--- src/rtl/mine_pkg.sv ---
// mine_pkg: board geometry, request FSM encoding and cell addressing shared by
// the input controller, board memory and VGA renderer.
package mine_pkg;

    localparam int GRID_W = 5;
    localparam int GRID_H = 5;
    localparam int ADDR_W = 5;

    localparam logic [2:0] X_MAX = 3'(GRID_W - 1);
    localparam logic [2:0] Y_MAX = 3'(GRID_H - 1);

    typedef enum logic [1:0] {
        IDLE = 2'd0,
        REQ  = 2'd1,
        DONE = 2'd2
    } state_e;

    function automatic logic [ADDR_W-1:0] cell_addr(input logic [2:0] x, input logic [2:0] y);
        return ADDR_W'(int'(y) * GRID_W + int'(x));
    endfunction

endpackage

--- src/rtl/btn_debounce.sv ---
// btn_debounce: 2-flop synchroniser, stability counter and rising-edge press pulse
// for one raw pushbutton.
module btn_debounce #(
    parameter int DEBOUNCE_CYCLES = 4
) (
    input  logic clock,
    input  logic reset,
    input  logic btn,
    output logic press
);

    localparam int CW = $clog2(DEBOUNCE_CYCLES) + 1;
    localparam logic [CW-1:0] LAST = CW'(DEBOUNCE_CYCLES - 1);

    logic          s1_q, s2_q, prev_q;
    logic          stable_q, stable_d;
    logic          press_q, press_d;
    logic          flip;
    logic [CW-1:0] cnt_q, cnt_d;

    always_comb begin
        flip     = (s2_q != stable_q) && (cnt_q == LAST);
        cnt_d    = (s2_q == stable_q || flip) ? '0 : cnt_q + CW'(1);
        stable_d = flip ? s2_q : stable_q;
        press_d  = stable_q & ~prev_q;
    end

    always_ff @(posedge clock or negedge reset) begin
        if (!reset) begin
            s1_q     <= 1'b0;
            s2_q     <= 1'b0;
            cnt_q    <= '0;
            stable_q <= 1'b0;
            prev_q   <= 1'b0;
            press_q  <= 1'b0;
        end else begin
            s1_q     <= btn;
            s2_q     <= s1_q;
            cnt_q    <= cnt_d;
            stable_q <= stable_d;
            prev_q   <= stable_q;
            press_q  <= press_d;
        end
    end

    assign press = press_q;

endmodule

--- src/rtl/mine_input_ctrl.sv ---
// mine_input_ctrl: debounced five-button cursor control with a reveal req/ack
// handshake towards the board-state memory.
module mine_input_ctrl
    import mine_pkg::*;
#(
    parameter int DEBOUNCE_CYCLES = 4
) (
    input  logic              clock,
    input  logic              reset,
    input  logic              right,
    input  logic              left,
    input  logic              up,
    input  logic              down,
    input  logic              middle,
    input  logic              game_over,
    output logic [2:0]        cursor_x,
    output logic [2:0]        cursor_y,
    output logic [ADDR_W-1:0] cursor_addr,
    output logic              rev_req,
    output logic [ADDR_W-1:0] rev_addr,
    input  logic              rev_ack,
    output logic              busy
);

    logic [4:0]        raw, pulse;
    logic              idle;
    logic [2:0]        x_q, x_d, y_q, y_d;
    logic [ADDR_W-1:0] addr_q, addr_d, raddr_q, raddr_d;
    state_e            state_q, state_d;

    assign raw = {middle, down, up, left, right};

    genvar b;
    generate
        for (b = 0; b < 5; b++) begin : g_btn
            btn_debounce #(.DEBOUNCE_CYCLES(DEBOUNCE_CYCLES)) u_btn (
                .clock(clock),
                .reset(reset),
                .btn  (raw[b]),
                .press(pulse[b])
            );
        end
    endgenerate

    assign idle = (state_q == IDLE);

    always_comb begin
        x_d = (!idle || pulse[0] == pulse[1]) ? x_q :
              pulse[0] ? ((x_q == X_MAX) ? x_q : x_q + 3'd1) :
                         ((x_q == 3'd0) ? x_q : x_q - 3'd1);
        y_d = (!idle || pulse[3] == pulse[2]) ? y_q :
              pulse[3] ? ((y_q == Y_MAX) ? y_q : y_q + 3'd1) :
                         ((y_q == 3'd0) ? y_q : y_q - 3'd1);
        addr_d  = cell_addr(x_q, y_q);
        state_d = state_q;
        raddr_d = raddr_q;
        // addr_q still holds the pre-move address when a move pulse coincides
        case (state_q)
            IDLE: if (pulse[4] && !game_over) begin
                state_d = REQ;
                raddr_d = addr_q;
            end
            REQ:     state_d = rev_ack ? DONE : REQ;
            DONE:    state_d = IDLE;
            default: state_d = IDLE;
        endcase
    end

    always_ff @(posedge clock or negedge reset) begin
        if (!reset) begin
            x_q     <= '0;
            y_q     <= '0;
            addr_q  <= '0;
            raddr_q <= '0;
            state_q <= IDLE;
        end else begin
            x_q     <= x_d;
            y_q     <= y_d;
            addr_q  <= addr_d;
            raddr_q <= raddr_d;
            state_q <= state_d;
        end
    end

    assign cursor_x    = x_q;
    assign cursor_y    = y_q;
    assign cursor_addr = addr_q;
    assign rev_addr    = raddr_q;
    assign rev_req     = (state_q == REQ);
    assign busy        = !idle;

endmodule

--- config.mk ---
export PLATFORM = sky130hd
export DESIGN_NAME = mine_input_ctrl
export DESIGN_NICKNAME = d
export VERILOG_FILES = /design/src/rtl/mine_pkg.sv /design/src/rtl/btn_debounce.sv /design/src/rtl/mine_input_ctrl.sv
export SDC_FILE = /design/constraint.sdc
export NUM_CORES = 1
export LEC_CHECK = 0
export ABC_AREA = 1
export ABC_CLOCK_PERIOD_IN_PS = 4250
export CAP_MARGIN = 20
export CORE_MARGIN = 2
export CORE_UTILIZATION = 25
export DETAILED_ROUTE_END_ITERATION = 10
export GPL_TIMING_DRIVEN = 1
export PLACE_DENSITY = 0.41
export SLEW_MARGIN = 10
export SYNTH_ARGS = -nofsm -noshare
export SYNTH_HDL_FRONTEND = slang
export SYNTH_SLANG_ARGS = --single-unit
--- constraint.sdc ---
create_clock -name clock -period 4.25 [get_ports clock]
set_clock_uncertainty 0.15 [all_clocks]
set_input_delay 0.85 -clock clock [delete_from_list [all_inputs] [get_ports clock]]
set_output_delay 0.85 -clock clock [all_outputs]
set_load 0.005 [all_outputs]
Word-level counts from Yosys, hierarchy flattened
Index checks and enable logic that the tools add are counted.
{"block": "word_totals", "register_bits": 58, "inputBits": 9, "out_inout_bits": 18, "wordCells": 118}
{"block": "classes", "n_addsub": 10, "mul": 1, "n_eq_ne": 25, "mux": 14, "bitwise": 12, "reduce_logical": 21}
{"op": "3-bit two-way mux", "count": 11}
{"op": "3-bit by 1-bit adder with 3-bit output (second input constant)", "count": 7}
{"op": "3-bit by 2-bit == test with 1-bit output (second input constant)", "count": 5}
{"op": "1-bit == test", "count": 7}
{"op": "1-bit logical OR", "count": 7}
{"op": "1-bit inverter", "count": 7}
{"op": "3-bit == test (second input constant)", "count": 2}
{"op": "1-bit logical AND", "count": 6}
{"op": "3-bit logical NOT", "count": 2}
{"op": "2-bit by 1-bit != test with 1-bit output (second input constant)", "count": 3}
{"op": "3-bit AND reduction", "count": 2}
{"op": "3-bit by 1-bit subtractor with 3-bit output (second input constant)", "count": 2}
{"op": "5-bit by 3-bit adder with 5-bit output", "count": 1}
{"op": "1-bit bitwise AND", "count": 5}
{"op": "3-bit by 3-bit multiplier with 5-bit output (second input constant)", "count": 1}
{"op": "1-bit != test", "count": 5}
{"op": "2-bit two-way mux", "count": 2}
{"op": "2-bit != test (second input constant)", "count": 2}
{"op": "2-bit case mux with 2 select lines", "count": 1}
{"op": "2-bit by 1-bit == test with 1-bit output (second input constant)", "count": 1}
{"op": "1-bit logical NOT", "count": 2}
{"op": "2-bit logical NOT", "count": 1}
{"op": "2-bit AND reduction", "count": 1}

Logic depth before layout (Yosys ltp)
{"block": "depth", "depth_word": 5, "depth_mapped": 7, "depth_no_buf": 7}

Modules after synthesis
Synthesis repeated with hierarchy kept, for this count alone.
{"block": "hier_totals", "hier_cells": 227, "area_unflattened_um2": 2448.6}
{"module": "btn_debounce", "n_inst": 5, "cells_each": 23, "area_each_um2": 279.0, "seq_area_each_um2": 200.2}
{"module": "mine_input_ctrl", "n_inst": 1, "cells_each": 112, "area_each_um2": 1053.5, "seq_area_each_um2": 450.4}

Worst setup path after synthesis
OpenSTA, ideal clock, no wires.
{"block": "synth_path", "kind": "register to register", "startpoint": "reg y_q[0], in the netlist cursor_y[0]", "endpoint": "reg addr_q[3], in the netlist cursor_addr[3]", "setup_time_ns": 0.123, "arrival_time_ns": 1.628, "t_required_ns": 3.977, "setup_slack_ns": 2.349, "stages_incl_launch_ff": 6, "path_buffers": 0, "period_less_slack_ns": 1.901, "cell_sequence": "dfrtp_1 ha_1 ha_1 inv_1 fa_1 xnor2_1"}
{"block": "synth_via", "elab_chain_cells": 2}
{"item": "from (decl)", "line_no": "mine_input_ctrl.sv:27", "rtl": "logic [2:0] x_q, x_d, y_q, y_d;"}
{"item": "from (signal assigned)", "line_no": "mine_input_ctrl.sv:78", "rtl": "y_q <= y_d;"}
{"item": "3-bit by 3-bit multiplier with 5-bit output", "line_no": "mine_pkg.sv:19", "rtl": "return ADDR_W'(int'(y) * GRID_W + int'(x));"}
{"item": "5-bit by 3-bit adder with 5-bit output", "line_no": "mine_pkg.sv:19"}
{"item": "net addr_d[3]", "line_no": "mine_input_ctrl.sv:28", "rtl": "logic [ADDR_W-1:0] addr_q, addr_d, raddr_q, raddr_d;"}
{"item": "to (signal assigned)", "line_no": "mine_input_ctrl.sv:79", "rtl": "addr_q <= addr_d;"}
{"item": "to (decl)", "line_no": "mine_input_ctrl.sv:28"}
The timed path passes the listed nets, and every way through them passes these cells.
A chain may end at the register's enable or synchronous reset.

Final worst setup path
{"block": "layout_path", "startpoint": "reg state_q[1]", "endpoint": "out busy"}
{"block": "layout_via", "elab_chain_cells": 2}
{"item": "from (decl)", "line_no": "mine_input_ctrl.sv:29", "rtl": "state_e state_q, state_d;"}
{"item": "from (signal assigned)", "line_no": "mine_input_ctrl.sv:81", "rtl": "state_q <= state_d;"}
{"item": "2-bit logical NOT", "line_no": "mine_input_ctrl.sv:45", "rtl": "assign idle = (state_q == IDLE);"}
{"item": "1-bit logical NOT", "line_no": "mine_input_ctrl.sv:90", "rtl": "assign busy = !idle;"}
{"item": "to (decl)", "line_no": "mine_input_ctrl.sv:22", "rtl": "output logic busy"}
No other way between the ends.

==> qor.txt <==
Result of the run = complete, no violations
Number of violations of the max-capacitance limit = 0
Worst-skew pair later-pin latency = 330 ps
Post-detailed-routing wire length = 3647 um
Combinational family with the most area after synthesis = simple AND/OR/NAND/NOR gates
Number of enable-type register cells in the synthesized netlist = 0
Synthesized netlist net count = 251
Count of mapped cells out of synthesis = 221
Min-delay worst type = flop to flop
Boundary Pins = 27
Number of warnings reported in the yosys synthesis log = 0
TritonCTS clock tree = built
List of most frequent post-synthesis cells = sky130_fd_sc_hd__dfrtp_1 (58), sky130_fd_sc_hd__inv_1 (33), sky130_fd_sc_hd__nand2_1 (33)
Post-Syn Area = 0.002407 mm2
Leakage power of the design = 0.001471 uW
Final cycle utilization of the critical path = 57.18%
Max H-tree Level = 3
Distinct cell type count after synthesis = 18
Detailed Route Iter0 Violations = 55
Post-CTS resize count = 0
Max-slew violation total from the final report = 0
Compound-gate portion of the synthesized area = 5.561%
Total of hold buffers inserted after clock tree synthesis = 0
Library cell with the highest instance count after synthesis = sky130_fd_sc_hd__dfrtp_1
Setup-failing EPs final = 0
Post-CTS setup-driven buffer insertion count = 0
Via density = 3.821
Number of cell rows = 35
Synth async-reset ratio = 100.0%
Global-route congestion overflow total = 0
Arrival time reported for the critical path endpoint = 1430 ps
Fillers = 993
FF+latch count, synth = 58
Clock slew seen by the registers of the worst setup and hold paths = 60 ps
RePlAce Congestion = 0.6915
Post-placement setup slack = 2152 ps
Fraction of synthesized cell area taken by the top area cell type = 60.29%
IO buf count = 26
Number of antenna violations at the first check in global routing = 0
Initial cell density of the core = 25.93%
Post-synthesis adder-cell area fraction = 11.85%
Final instance area = 0.003037 mm2
F_max = 0.4115 GHz
Slew at the pin with the worst max-slew slack = 772.6 ps
Maximum clock path buffer count = 2
Critical path startpoint = state_q[1]
Startpoint of the worst-slack reg-to-reg timing path = cursor_y[0]
Vias in the first global route = 1,433
Antenna violation net count after detailed routing = 0
Dominant cells by area after synthesis = sky130_fd_sc_hd__dfrtp_1 (60%), sky130_fd_sc_hd__ha_1 (9.4%), sky130_fd_sc_hd__inv_1 (5.1%)
Final critical delay including setup and external delays = 2430 ps
Library cell used as clock root buffer = sky130_fd_sc_hd__clkbuf_8
Vias post-DR = 1,498
Post-synthesis cell type with the largest combined area = sky130_fd_sc_hd__dfrtp_1
Placed instance area = 0.002820 mm2
DRC = 0
Dominant register cell in the synthesized netlist = sky130_fd_sc_hd__dfrtp_1
Final hold vios = 0
First-pass GRT wire length = 6499 um
Overall die width = 102.1 um
Setup Crit Path Kind = flop to output port
Required time of the critical path = 3250 ps
Layout cells sized above 1 = 12.55%
VDD IR max = 163.7 uV
Power density over cell area = 747.1 mW/mm2
Die Span Y = 102.1 um
Fraction of synthesized cell area in xor and xnor cells = 1.091%
Max FO, Critical Path = 4
Setup repair after global routing missed its margin = no
Area enclosed by the die boundary = 0.01043 mm2
Total CTS buffers = 9
Critical path startpoint category = flop
Iteration count of the initial detailed-routing pass = 4
Nature of the critical path endpoint = output port
Number of inserted diodes = 0
Simple-gate share of the synthesized area = 15.28%
Final Worst Setup Slack = 1820 ps
Area growth from synthesis to layout = 26.14%
Max-slew headroom at the worst pin = 48.50%
Final routed wire length divided by cell count = 9.304 um
Placed wire-length estimate after detailed placement = 2607 um
Average size of a mapped cell = 10.89 um2
Worst hold start = g_btn[1].u_btn.s1_q
Gr usage total = 8.288%
Nets@finish = 288
Part of the Yosys area used for sequential elements = 60.29%
Post-synthesis mux area share = 0%
Setup Total Neg Slack = 0 ps
Core Region = 0.009284 mm2
Maximum number of pins on one net before global-route repair = 35
Count of clock tree sinks = 58
sequential cells by signal, indices dropped and copies added, names as in the netlist:
register / cells
g_btn.u_btn.press: 5
cursor_y: 3
state_q: 2
g_btn.u_btn.stable_q: 5
g_btn.u_btn.s1_q: 5
g_btn.u_btn.prev_q: 5
cursor_addr: 5
g_btn.u_btn.s2_q: 5
rev_addr: 5
cursor_x: 3
g_btn.u_btn.cnt_q: 15
cell families (layout without fill, tap and decap cells):
group                      after synthesis  in the layout
adders and majority gates               21             21
and+or+nand+nor                         80             80
buffers and inverters                   36             78
DFF                                     58             58
xor gates and xnor gates                 3              3
AOI/OAI and AO/OA                       23             23
power breakdown:
part / total (uW) / internal (uW) / switching, uW / leakage, uW
Clock: 538 / 336 / 203 / 0.000110
Sequential: 905 / 759 / 146 / 0.000730
Combinational: 825 / 408 / 417 / 0.000631
Total: 2270 / 1500 / 766 / 0.00147
path summary, 6_finish.rpt:
check	endpoint	slack, ps	depth (start not counted)
worst max-delay path	busy	1820	3
worst min-delay path	g_btn[1].u_btn.s2_q	200	0
worst max register to register	cursor_addr[3]	2270	5
worst min register to register	g_btn[1].u_btn.s2_q	200	0
max in group asynchronous	cursor_addr[1]	2680	2
min in group asynchronous	g_btn[4].u_btn.cnt_q[0]	450	1
layout by cell type, fill, tap and decap left out, types with 4 or more instances in the layout:
master,Yosys,final
sky130_fd_sc_hd__dfrtp_1,58,58
sky130_fd_sc_hd__nand2_2,4,4
sky130_fd_sc_hd__o21ai_2,5,5
sky130_fd_sc_hd__o21ai_0,12,12
sky130_fd_sc_hd__clkbuf_8,0,13
sky130_fd_sc_hd__clkdlybuf4s50_1,0,25
sky130_fd_sc_hd__a21oi_1,6,6
sky130_fd_sc_hd__nand2_1,33,33
sky130_fd_sc_hd__ha_1,18,18
sky130_fd_sc_hd__nand3_1,11,11
sky130_fd_sc_hd__inv_1,33,33
sky130_fd_sc_hd__nor2_1,25,25
area by class of cell:
cell class | instances | area (um2) | share of cell area [%]
Timing Repair Buffer | 27 | 262.8 | 8.653
Sequential cell | 58 | 1451 | 47.80
Tap cell | 129 | 161.4 | 5.315
Inverter | 35 | 131.4 | 4.326
Clock inverter | 1 | 30.03 | 0.9889
Multi-Input combinational cell | 127 | 813.3 | 26.78
Clock buffer | 15 | 186.4 | 6.139
metrics by stage:
step | instances | hold WS [ps] | total power, uW | utilization (%)
after floorplan | 221 | 181.2 | 1457 | -
after global placement | 376 | 183.5 | 1754 | 30.38
after detailed placement | 376 | 184.7 | 1763 | 30.38
after CTS | 392 | 199.0 | 2323 | 32.71
after global routing | 392 | 206.2 | 2507 | 32.71
final | 392 | 196.7 | 2269 | 32.71
metal layers:
metal / up-vias / global-route usage [%] / wire (um)
met2: 31 / 12.90 / 1692
met3: 7 / 4.446 / 254
met1: 695 / 9.322 / 1636
met4: 0 / 4.000 / 63
li1: 765 / - / -
met5: - / 0 / 0
critical path, cell delays in order, from the launching register on:
cell                              delay, ps
sky130_fd_sc_hd__dfrtp_1                420
sky130_fd_sc_hd__nor2_4                 190
sky130_fd_sc_hd__inv_1                   50
sky130_fd_sc_hd__clkdlybuf4s50_1        440
Note: power is estimated with default switching activity, not from simulation.
